<file path="config.mk">
export PLATFORM = sky130hd
export DESIGN_NAME = irq_request_unit
export DESIGN_NICKNAME = d
export VERILOG_FILES = /design/src/rtl/pic_pkg.sv /design/src/rtl/pic_prio_find.sv /design/src/rtl/irq_request_unit.sv
export SDC_FILE = /design/constraint.sdc
export NUM_CORES = 1
export LEC_CHECK = 0
export CAP_MARGIN = 25
export CORE_UTILIZATION = 59
export CTS_BUF_LIST = sky130_fd_sc_hd__clkbuf_8
export DETAILED_ROUTE_END_ITERATION = 7
export GPL_TIMING_DRIVEN = 0
export MAX_ROUTING_LAYER = met4
export PLACE_DENSITY = 0.84
export SETUP_SLACK_MARGIN = 0.2
export SYNTH_ARGS = -nofsm -noshare
export SYNTH_HDL_FRONTEND = slang
export SYNTH_SLANG_ARGS = --single-unit
</file>
<file path="constraint.sdc">
create_clock -name clk -period 15.7 [get_ports clk]
set_input_delay 1.57 -clock clk [delete_from_list [all_inputs] [get_ports clk]]
set_output_delay 1.57 -clock clk [all_outputs]
set_load 0.1 [all_outputs]
</file>
<file path="src/rtl/pic_pkg.sv">
// Shared definitions for the interrupt request unit: defaults, the channel-id type
// for the default configuration, and the rotating priority rank helper.
package pic_pkg;

  localparam int unsigned DefNumIrq     = 8;
  localparam int unsigned DefSyncStages = 2;
  localparam int unsigned DefIdW        = $clog2(DefNumIrq);

  typedef logic [DefIdW-1:0] chan_id_t;

  // Rank 0 is the highest priority; the channel just after 'lowest' gets rank 0.
  function automatic int unsigned prio_rank(int unsigned id, int unsigned lowest,
                                            int unsigned n);
    return (id + n - lowest - 1) % n;
  endfunction

endpackage

</file>
<file path="src/rtl/pic_prio_find.sv">
// Rotating find-first: returns the set bit of vec_i with the lowest priority rank
// relative to lowest_prio_i.
module pic_prio_find
  import pic_pkg::*;
#(
  parameter int unsigned NumIrq = DefNumIrq,
  parameter int unsigned IdW    = $clog2(NumIrq)
) (
  input  logic [NumIrq-1:0] vec_i,
  input  logic [IdW-1:0]    lowest_prio_i,
  output logic              found_o,
  output logic [IdW-1:0]    id_o
);

  always_comb begin
    int unsigned idx;
    found_o = 1'b0;
    id_o    = '0;
    idx     = 0;
    // Walk from the worst rank down so the last hit is the best-ranked channel.
    for (int unsigned r = NumIrq; r > 0; r--) begin
      idx = (32'(lowest_prio_i) + r) % NumIrq;
      if (vec_i[idx[IdW-1:0]]) begin
        found_o = 1'b1;
        id_o    = idx[IdW-1:0];
      end
    end
  end

endmodule

</file>
<file path="src/rtl/irq_request_unit.sv">
// Clocked 8259-style request unit: input synchronisers, edge/level IRR capture,
// masking, in-service register and fully-nested rotating priority arbitration.
module irq_request_unit
  import pic_pkg::*;
#(
  parameter int unsigned NUM_IRQ     = DefNumIrq,
  parameter int unsigned SYNC_STAGES = DefSyncStages,
  parameter int unsigned ID_W        = $clog2(NUM_IRQ)
) (
  input  logic               clk,
  input  logic               rst_n,
  input  logic [NUM_IRQ-1:0] irq_in,
  input  logic               level_mode,
  input  logic [NUM_IRQ-1:0] mask,
  input  logic               rotate_en,
  input  logic               ack,
  input  logic               eoi,
  input  logic               eoi_specific,
  input  logic [ID_W-1:0]    eoi_id,
  output logic               int_req,
  output logic [ID_W-1:0]    int_id,
  output logic [NUM_IRQ-1:0] irr,
  output logic [NUM_IRQ-1:0] isr
);

  logic [NUM_IRQ-1:0] sync_q [SYNC_STAGES];
  logic [NUM_IRQ-1:0] prev_q, irr_q, isr_q;
  logic [NUM_IRQ-1:0] irr_d, isr_d;
  logic               int_req_q;
  logic [ID_W-1:0]    int_id_q, int_id_d;
  logic [ID_W-1:0]    lowest_prio_q, lowest_prio_d;

  logic [NUM_IRQ-1:0] sync_s, cand, ack_set, eoi_clr;
  logic               win_found, svc_found, req_ok, ack_fire, eoi_hit;
  logic [ID_W-1:0]    win_id, svc_id, eoi_k;

  assign sync_s = sync_q[SYNC_STAGES-1];
  assign cand   = irr_q & ~mask;

  pic_prio_find #(
    .NumIrq (NUM_IRQ),
    .IdW    (ID_W)
  ) u_find_cand (
    .vec_i         (cand),
    .lowest_prio_i (lowest_prio_q),
    .found_o       (win_found),
    .id_o          (win_id)
  );

  pic_prio_find #(
    .NumIrq (NUM_IRQ),
    .IdW    (ID_W)
  ) u_find_svc (
    .vec_i         (isr_q),
    .lowest_prio_i (lowest_prio_q),
    .found_o       (svc_found),
    .id_o          (svc_id)
  );

  // Fully nested: only a strictly higher-ranked request may interrupt service.
  assign req_ok = win_found &&
                  (!svc_found ||
                   (prio_rank(32'(win_id), 32'(lowest_prio_q), NUM_IRQ) <
                    prio_rank(32'(svc_id), 32'(lowest_prio_q), NUM_IRQ)));

  assign ack_fire = ack & int_req_q;
  assign ack_set  = ack_fire ? (NUM_IRQ'(1) << int_id_q) : '0;

  // EOI target is decoded from the pre-update ISR.
  always_comb begin
    eoi_hit = 1'b0;
    eoi_k   = svc_id;
    if (eoi) begin
      if (eoi_specific) begin
        if ((32'(eoi_id) < NUM_IRQ) && isr_q[eoi_id]) begin
          eoi_hit = 1'b1;
          eoi_k   = eoi_id;
        end
      end else if (svc_found) begin
        eoi_hit = 1'b1;
        eoi_k   = svc_id;
      end
    end
  end

  assign eoi_clr = eoi_hit ? (NUM_IRQ'(1) << eoi_k) : '0;

  always_comb begin
    isr_d         = (isr_q & ~eoi_clr) | ack_set;
    irr_d         = level_mode ? sync_s : ((irr_q & ~ack_set) | (sync_s & ~prev_q));
    lowest_prio_d = (rotate_en && eoi_hit) ? eoi_k : lowest_prio_q;
    int_id_d      = req_ok ? win_id : int_id_q;
  end

  always_ff @(posedge clk or negedge rst_n) begin
    if (!rst_n) begin
      for (int i = 0; i < int'(SYNC_STAGES); i++) begin
        sync_q[i] <= '0;
      end
      prev_q        <= '0;
      irr_q         <= '0;
      isr_q         <= '0;
      int_req_q     <= 1'b0;
      int_id_q      <= '0;
      lowest_prio_q <= ID_W'(NUM_IRQ - 1);
    end else begin
      sync_q[0] <= irq_in;
      for (int i = 1; i < int'(SYNC_STAGES); i++) begin
        sync_q[i] <= sync_q[i-1];
      end
      prev_q        <= sync_s;
      irr_q         <= irr_d;
      isr_q         <= isr_d;
      int_req_q     <= req_ok;
      int_id_q      <= int_id_d;
      lowest_prio_q <= lowest_prio_d;
    end
  end

  assign int_req = int_req_q;
  assign int_id  = int_id_q;
  assign irr     = irr_q;
  assign isr     = isr_q;

endmodule

</file>
* Word level (Yosys, flattened, before mapping)
Cells that the tools add are included.
** Cells by class
- $add $sub $neg :: 14
- Order comparisons :: 10
- Shifts and indexed selects :: 2
- Multiplexer cells :: 76
- Bitwise operators :: 11
- Reductions and logical operators :: 4
** Operator list (number)
- two-way mux 3 bit :: 19
- binary-select mux 1 bit (select 3 bit) :: 17
- two-way mux 1 bit :: 37
- less-than comparator 3 x 4 -> 1 bit (second input constant) :: 9
- AND 8 bit :: 4
- NOT 8 bit :: 4
- two-way mux 8 bit :: 3
- bitwise OR 8 bit :: 2
- << shifter 1 x 3 -> 8 bit (first input constant) :: 2
- adder 3 x 1 -> 3 bit (second input constant) :: 4
- adder 3 bit (second input constant) :: 4
- adder 3 x 2 -> 3 bit (second input constant) :: 2
- subtractor 3 x 2 -> 3 bit (second input constant) :: 2
- subtractor 3 bit :: 2
- less-than comparator 3 bit :: 1
- logical AND 1 bit :: 2
- AND 1 bit :: 1
- zero test 1 bit :: 1
- logical OR 1 bit :: 1
** Word-level totals
- Bits in registers :: 47
- Input bits :: 26
- Word-level logic and storage cells :: 125

* Longest topological paths before layout
Gate-level depths: netlist (run 1).
- Word-level depth :: 19
- Depth in mapped cells :: 21
- Gate-level depth less buffers :: 16

* Hierarchy
Synthesis (run 1) repeated with hierarchy kept, for this count alone.
** Second synthesis, totals
- Cells, all modules :: 347
- Area total of the unflattened synthesis :: 3508.4 um^2
** By module, submodules not included
- irq_request_unit :: instances 1, cells an instance 193, area an instance 2159.6 um^2, seq. area each 1179.9 um^2
- pic_prio_find :: instances 2, cells an instance 77, area an instance 674.4 um^2, seq. area each 0.0 um^2

* Least setup slack after synthesis (run 1)
No wires, ideal clock.
- Kind :: register to register
- Start point :: reg lowest_prio_q[0]
- End point :: reg int_id_q[2], in the netlist int_id[2]
- Setup time :: 0.126 ns
- Data arrival time :: 5.220 ns
- Required time :: 15.574 ns
- Path slack :: 10.354 ns
- Stages on the path, launching flop included :: 20
- Buffers on the path :: 5
- Period minus slack after synthesis :: 5.346 ns
- Cell sequence :: dfstp_2 > buf_6 > buf_8 > inv_1 > buf_2 > ha_1 > clkbuf_1 > buf_1 > mux4_1 > mux2_2 > a21o_1 > a2111o_1 > a32oi_2 > ha_1 > fa_1 > ha_1 > a21oi_1 > o21bai_1 > a32oi_1 > mux2_2
** On the way
- Longest elaborated chain between the ends :: 17
- Elaborated cells on any way between the ends :: 82
** RTL lines
- from (decl) :: RTL line irq_request_unit.sv:31 : logic [ID_W-1:0] lowest_prio_q, lowest_prio_d;
- from (signal assigned) :: RTL line irq_request_unit.sv:105 : lowest_prio_q <= ID_W'(NUM_IRQ - 1);
- from (signal assigned) :: RTL line irq_request_unit.sv:116 : lowest_prio_q <= lowest_prio_d;
- adder 3 x 1 -> 3 bit :: RTL line pic_prio_find.sv:22 : idx = (32'(lowest_prio_i) + r) % NumIrq;
- binary-select mux 1 bit (select 3 bit) :: RTL line pic_prio_find.sv:23 : if (vec_i[idx[IdW-1:0]]) begin
- two-way mux 1 bit (implied by the code) :: RTL line pic_prio_find.sv:23
- two-way mux 3 bit (7 in series) :: RTL line pic_prio_find.sv:23
- two-way mux 3 bit * :: RTL line pic_prio_find.sv:23
- via u_find_cand.id_o[0] :: RTL line pic_prio_find.sv:12 : output logic [IdW-1:0] id_o
- adder 3 x 1 -> 3 bit * :: RTL line pic_pkg.sv:14 : return (id + n - lowest - 1) % n;
- subtractor 3 bit * :: RTL line pic_pkg.sv:14
- subtractor 3 x 2 -> 3 bit * :: RTL line pic_pkg.sv:14
- less-than comparator 3 bit * :: RTL line irq_request_unit.sv:63 : (prio_rank(32'(win_id), 32'(lowest_prio_q), NUM_IRQ) <
- logical OR 1 bit * :: RTL line irq_request_unit.sv:62 : (!svc_found ||
- logical AND 1 bit * :: RTL line irq_request_unit.sv:61 : assign req_ok = win_found &&
- via req_ok :: RTL line irq_request_unit.sv:34 : logic win_found, svc_found, req_ok, ack_fire, eoi_hit;
- to (signal assigned) :: RTL line irq_request_unit.sv:115 : int_id_q <= int_id_d;
- to (decl) :: RTL line irq_request_unit.sv:30 : logic [ID_W-1:0] int_id_q, int_id_d;
The timed path passes the listed nets; every way through them passes the cells marked *. The select of a mux whose other input is x is not followed.
A chain may end at the register's enable or synchronous reset.

* Final worst setup path (run 1)
- Start point :: reg lowest_prio_q[1]
- End point :: reg int_id_q[1], in the netlist int_id[1]
The elaborated chain is that of the path after synthesis.

==> impl_metrics.json, run 1 <==
{
  "cts.sinks": 47,
  "antenna_found_initial": 0,
  "slowest_stage": "dfstp_2",
  "finalHoldViolations": 0,
  "ctsResizeCount": 0,
  "synthArstFlopShare_pct": 100,
  "grt_usage_pct": 34.8,
  "die-area_um2": 6820,
  "cts_hold_repair.buffers": 0,
  "first_pass_iters": 5,
  "grt_pass1_vias": 3426,
  "syn_inst": 393,
  "worst-endpoint-arrival_ns": 6.42,
  "wl_per_cell_um": 20.5,
  "report.final.slew_viol_count": 0,
  "antennaDiodeCount": 0,
  "grt_pass1_wl_um": 17000,
  "layout_worst_path_cycle_share_pct": 39.7,
  "slowest_delay_ns": 0.56,
  "cts_buffers": 5,
  "rsz0062_at_grt": "false",
  "cp_max_fo": 12,
  "worstHoldStart": "sync_q[13]",
  "yosysUniqueCellTypes": 65,
  "cp_top_family": "compound AO/OA/AOI/OAI gates",
  "synth_flop_cell": "dfrtp_1",
  "path_clk_slew_ns": 0.08,
  "cp-end-kind": "register",
  "areaGrowthSynthToFinish_pct": 17.1,
  "start_kind": "register",
  "dp_hpwl_um": 8220,
  "slew-limit-headroom_pct": 34.1,
  "overflow": 0,
  "cp_common_cell": "ha_1",
  "die_h_um": 82.6,
  "rows": 28,
  "synth_warnings": 0,
  "pin_count": 46,
  "avgSynthCellArea_um2": 9.75,
  "drt-initial-drc-count": 279,
  "maxCapViolCount": 0,
  "setup_tns_ns": 0,
  "reg2reg_to": "int_id[1]",
  "synth_fp_nets": 427,
  "clockBufferDepth": 2,
  "final_antenna_net_count": 0,
  "fin_area_um2": 4490,
  "required_ns": 15.88,
  "htreeDepth": 2,
  "hold_path_depth": 0,
  "drc": 0,
  "clockRootBuffer": "clkbuf_8",
  "final_nets": 480,
  "tritoncts": "built",
  "reg2reg_depth": 17,
  "coreArea_um2": 6100,
  "reg2reg_slack_ns": 9.46,
  "holdPathEnd": "sync_s[5]",
  "tightest_slew_ns": 0.985,
  "place_area_um2": 4390,
  "die_w_um": 82.6,
  "synth-edff-count": 0,
  "viasPerCell": 6.84,
  "grt_max_degree": 40,
  "ys_seq_elements": 47,
  "insertion_delay_ns": 0.30,
  "gp_routability_congestion": 0.933,
  "final_cell_mix": "clkdlybuf4s50_1 (44), dfrtp_1 (44), nand2_1 (27), o21ai_0 (26), nor2_1 (25)",
  "yosysSeqAreaShare_pct": 30.8,
  "post_cts_buffers": 0,
  "critPathBufInv": 4,
  "crit-reg2reg-launch": "lowest_prio_q[1]",
  "via_count": 3572,
  "worstSetupPathType": "register to register",
  "start_util_pct": 62.9,
  "drt_wl_total_um": 10700,
  "path_depth": 17,
  "path_cells": "inv_1 -> buf_1 -> ha_1 -> clkbuf_1 -> buf_1 -> mux4_1 -> mux2_2 -> a21o_1 -> a2111o_1 -> a32oi_2 -> ha_1 -> fa_1 -> ha_1 -> a21oi_1 -> o21bai_1 -> a32oi_1 -> mux2_2",
  "setup_viol": 0,
  "timing.fmax_mhz": 160,
  "min_path_type": "register to register",
  "drive_gt1_share_pct": 12.1,
  "outcome": "completed",
  "fin_skew_ns": 0.00536,
  "syn_area_um2": 3830,
  "period_minus_slack_ns": 6.24,
  "port_buffers": 45
}
## stage by stage
step / setup slack (ns) / util, % / cells / hold slack [ns]
finish: 9.46 / 73.6 / 522 / 0.352
global placement: 9.70 / 71.8 / 513 / 0.332
CTS: 9.53 / 73.6 / 522 / 0.355
floorplan: 10.35 / - / 393 / 0.331
global route: 9.21 / 73.6 / 522 / 0.364
detailed placement: 9.57 / 72.0 / 514 / 0.335
## synth_stat cells, types with 2 or more instances
cell type	n	area share (%)
nand4_1	2	0.33
buf_2	4	0.52
o21ai_0	26	3.4
o21a_1	3	0.59
mux2i_1	22	5.7
dfrtp_1	44	29
a221oi_1	6	1.4
a2111o_1	2	0.59
nand3b_1	6	1.2
a41oi_1	2	0.46
o211a_1	2	0.52
nand3_1	9	1.2
clkbuf_1	20	2.0
and3_1	5	0.82
a2bb2oi_1	2	0.46
a21boi_0	3	0.59
o211ai_1	10	2.0
a211o_1	8	1.8
xnor2_1	5	1.1
a21oi_1	14	1.8
inv_1	19	1.9
or2_2	3	0.49
nor4_1	3	0.49
nor2_1	25	2.4
a21o_1	4	0.78
nor2b_1	9	1.5
nor3_1	5	0.65
nand2_1	27	2.6
buf_1	2	0.20
a31oi_1	4	0.65
mux4_2	16	9.4
mux2_2	13	3.8
mux4_1	6	4.1
ha_1	6	2.0
fa_1	2	1.0
a211oi_1	3	0.59
a221o_1	2	0.52
dfstp_2	3	2.1
nand2b_1	20	3.3
## cell type report
type | instances | area (µm²)
Buffer | 28 | 129
Fill cell | 434 | 1610
Clock buffer | 6 | 82.6
Tap cell | 75 | 93.8
Multi-Input combinational cell | 299 | 2450
Timing Repair Buffer | 46 | 465
Inverter | 19 | 71.3
Clock inverter | 2 | 12.5
Sequential cell | 47 | 1180
## worst max-delay path by stage
| stage | from | end |
|---|---|---|
| after floorplan | lowest_prio_q[0] | int_id[2] |
| after global placement | mask[2] | int_id[2] |
| after detailed placement | lowest_prio_q[1] | int_id[1] |
| after CTS | lowest_prio_q[1] | int_id[1] |
| after global routing | lowest_prio_q[0] | int_id[1] |
| final | lowest_prio_q[1] | int_id[1] |
## sequential cells by signal, indices dropped and copies added (netlist names)
register and flops:
irr 8, isr 8, prev_q 8, sync_q 8, sync_s 8, int_id 3, lowest_prio_q 3, int_req 1
## metal layers
metal,vias up,wire length [µm],global-route usage [%]
met5,-,0,-
met4,0,259,12.9
met3,30,835,4.18
met2,216,5230,56.0
met1,1736,4390,45.7
li1,1590,-,-
## cells by family after synthesis
kind of cell | Yosys count | share of synthesized area (%)
multiplexers | 58 | 23.4
AND/OR/NAND/NOR | 123 | 17.0
adder cells (fa/ha/maj) | 8 | 3.00
AO/OA/AOI/OAI | 104 | 19.3
flip-flops | 47 | 30.8
buffers and inverters | 47 | 5.22
XOR/XNOR | 6 | 1.37
## worst register-to-register path, delay by kind of cell (launching register included)
family | cells | cell delay [ns]
flops | 1 | 0.56
fa+ha+maj | 4 | 1.37
mux | 3 | 1.32
buf+inv | 4 | 1.33
compound gates | 6 | 1.55
Power of run 1 is not shown: default switching activity piles up to over one toggle a cycle in this logic, so the estimate is an artifact.
==> run 2: changes to the inputs <==
--- a/config.mk
+++ b/config.mk
@@ -6,12 +6,12 @@
 export NUM_CORES = 1
 export LEC_CHECK = 0
 export CAP_MARGIN = 25
-export CORE_UTILIZATION = 59
+export CORE_UTILIZATION = 58
 export CTS_BUF_LIST = sky130_fd_sc_hd__clkbuf_8
 export DETAILED_ROUTE_END_ITERATION = 7
 export GPL_TIMING_DRIVEN = 0
 export MAX_ROUTING_LAYER = met4
-export PLACE_DENSITY = 0.84
+export PLACE_DENSITY = 0.82
 export SETUP_SLACK_MARGIN = 0.2
 export SYNTH_ARGS = -nofsm -noshare
 export SYNTH_HDL_FRONTEND = slang
==> constraint.sdc (replaced) <==
create_clock -name clk -period 6.4 [get_ports clk]
set_input_delay 0.64 -clock clk [delete_from_list [all_inputs] [get_ports clk]]
set_output_delay 0.64 -clock clk [all_outputs]
set_load 0.1 [all_outputs]
==> impl_metrics.json, run 2 (synthesis results as in run 1) <==
{
  "required_ns": 6.60,
  "wl_per_cell_um": 20.0,
  "period_minus_slack_ns": 5.83,
  "final_antenna_net_count": 0,
  "final_nets": 480,
  "first_pass_iters": 7,
  "grt_pass1_vias": 3318,
  "setup_tns_ns": 0,
  "clockRootBuffer": "clkbuf_8",
  "tritoncts": "built",
  "fillers": 435,
  "report.final.slew_viol_count": 0,
  "insertion_delay_ns": 0.30,
  "path_clk_slew_ns": 0.08,
  "port_buffers": 45,
  "htreeDepth": 2,
  "die_w_um": 83.3,
  "dp_hpwl_um": 8070,
  "timing.fmax_mhz": 172,
  "start_kind": "register",
  "drive_gt1_share_pct": 12.8,
  "areaGrowthSynthToFinish_pct": 17.2,
  "finalHoldViolations": 0,
  "setup_viol": 0,
  "reg2reg_to": "int_id[2]",
  "pin_count": 46,
  "cp-end-kind": "register",
  "overflow": 0,
  "grt_max_degree": 44,
  "final_cell_mix": "clkdlybuf4s50_1 (44), dfrtp_1 (44), nand2_1 (27), o21ai_0 (26), nor2_1 (25)",
  "layout_worst_path_cycle_share_pct": 91.0,
  "cts_buffers": 5,
  "viasPerCell": 6.80,
  "worstSetupPathType": "register to register",
  "maxCapViolCount": 0,
  "drt-initial-drc-count": 315,
  "grt_usage_pct": 31.5,
  "antennaDiodeCount": 0,
  "outcome": "completed",
  "reg2reg_slack_ns": 0.57,
  "drt_wl_total_um": 10500,
  "via_count": 3565,
  "antenna_found_initial": 0,
  "grt_pass1_wl_um": 16800,
  "die_h_um": 83.3,
  "clockBufferDepth": 2,
  "tightest_slew_ns": 0.995,
  "reg2reg_depth": 17,
  "post_cts_buffers": 0,
  "worst-endpoint-arrival_ns": 6.02,
  "rsz0062_at_grt": "false",
  "slew-limit-headroom_pct": 33.4,
  "cp_max_fo": 12,
  "drc": 0,
  "die-area_um2": 6940,
  "fin_skew_ns": 0.00489,
  "cts.sinks": 47,
  "start_util_pct": 60.4,
  "gp_routability_congestion": 0.951,
  "crit-reg2reg-launch": "lowest_prio_q[1]",
  "rows": 29,
  "min_path_type": "input pin to async pin",
  "coreArea_um2": 6350
}
==> run 2: cell count changes in the layout (fill, tap and decap cells not counted), sizes merged <==
| cell | delta |
|---|---|
| buf | -1 |
| clkinv | +1 |
==> run 2: stage by stage <==
stage	cell area [µm²]	utilization, %	cells	hold WS [ns]	worst slack, ns
2_1_floorplan	3830	-	393	0.331	1.05
3_3_place_gp	4380	69.0	515	0.333	0.417
3_5_place_dp	4390	69.2	516	0.337	0.293
4_1_cts	4480	70.6	524	0.146	0.266
5_1_grt	4490	70.7	524	0.144	0.286
6_report	4490	70.7	524	0.148	0.574
==> run 2: cell type report <==
cell class	instances	area [µm²]	area share (%)
repair buffers	46	465	10.4
inverters	19	71.3	1.59
multi-input cells	299	2460	54.8
flip-flops and latches	47	1180	26.3
clock inverters	3	18.8	0.418
well taps	77	96.3	2.15
plain buffers	28	130	2.90
clock buffers	5	68.8	1.53
==> run 2: what timing repair did <==
action	in CTS	in global routing
gates resized for setup	0	2
endpoints found under the setup margin	0	3
hold buffers	0	0
==> run 2: how the worst max path moves through the flow <==
stage	start	endpoint	slack, ns	depth (start not counted)
after detailed placement	lowest_prio_q[0]	int_id[2]	0.29	19
after CTS	lowest_prio_q[0]	int_id[2]	0.27	19
after global routing	lowest_prio_q[0]	int_id[1]	0.29	19
final	lowest_prio_q[1]	int_id[2]	0.57	17
after global placement	lowest_prio_q[0]	int_id[1]	0.42	19
after floorplan	lowest_prio_q[0]	int_id[2]	1.05	19
==> run 2: worst max-delay path, stage by stage (launching register included) <==
cell and delay, ns:
dfstp_2 0.55, inv_1 0.11, buf_1 0.42, ha_1 0.44, clkbuf_1 0.26, clkbuf_2 0.37
mux4_1 0.49, mux2_2 0.36, a21o_1 0.19, a2111o_1 0.43, a32oi_2 0.26, ha_1 0.22
fa_1 0.42, ha_1 0.30, a21oi_1 0.13, o21bai_1 0.09, a32oi_2 0.29, mux2_2 0.38
==> run 2: routing by layer <==
metal | routed length, µm | global-route usage (%) | vias to the layer above
li1 | - | - | 1592
met1 | 4260 | 42.4 | 1731
met2 | 5150 | 49.7 | 214
met3 | 880 | 3.68 | 28
met4 | 204 | 11.1 | 0
met5 | 0 | - | -
Power of run 2 is left out for the same reason.
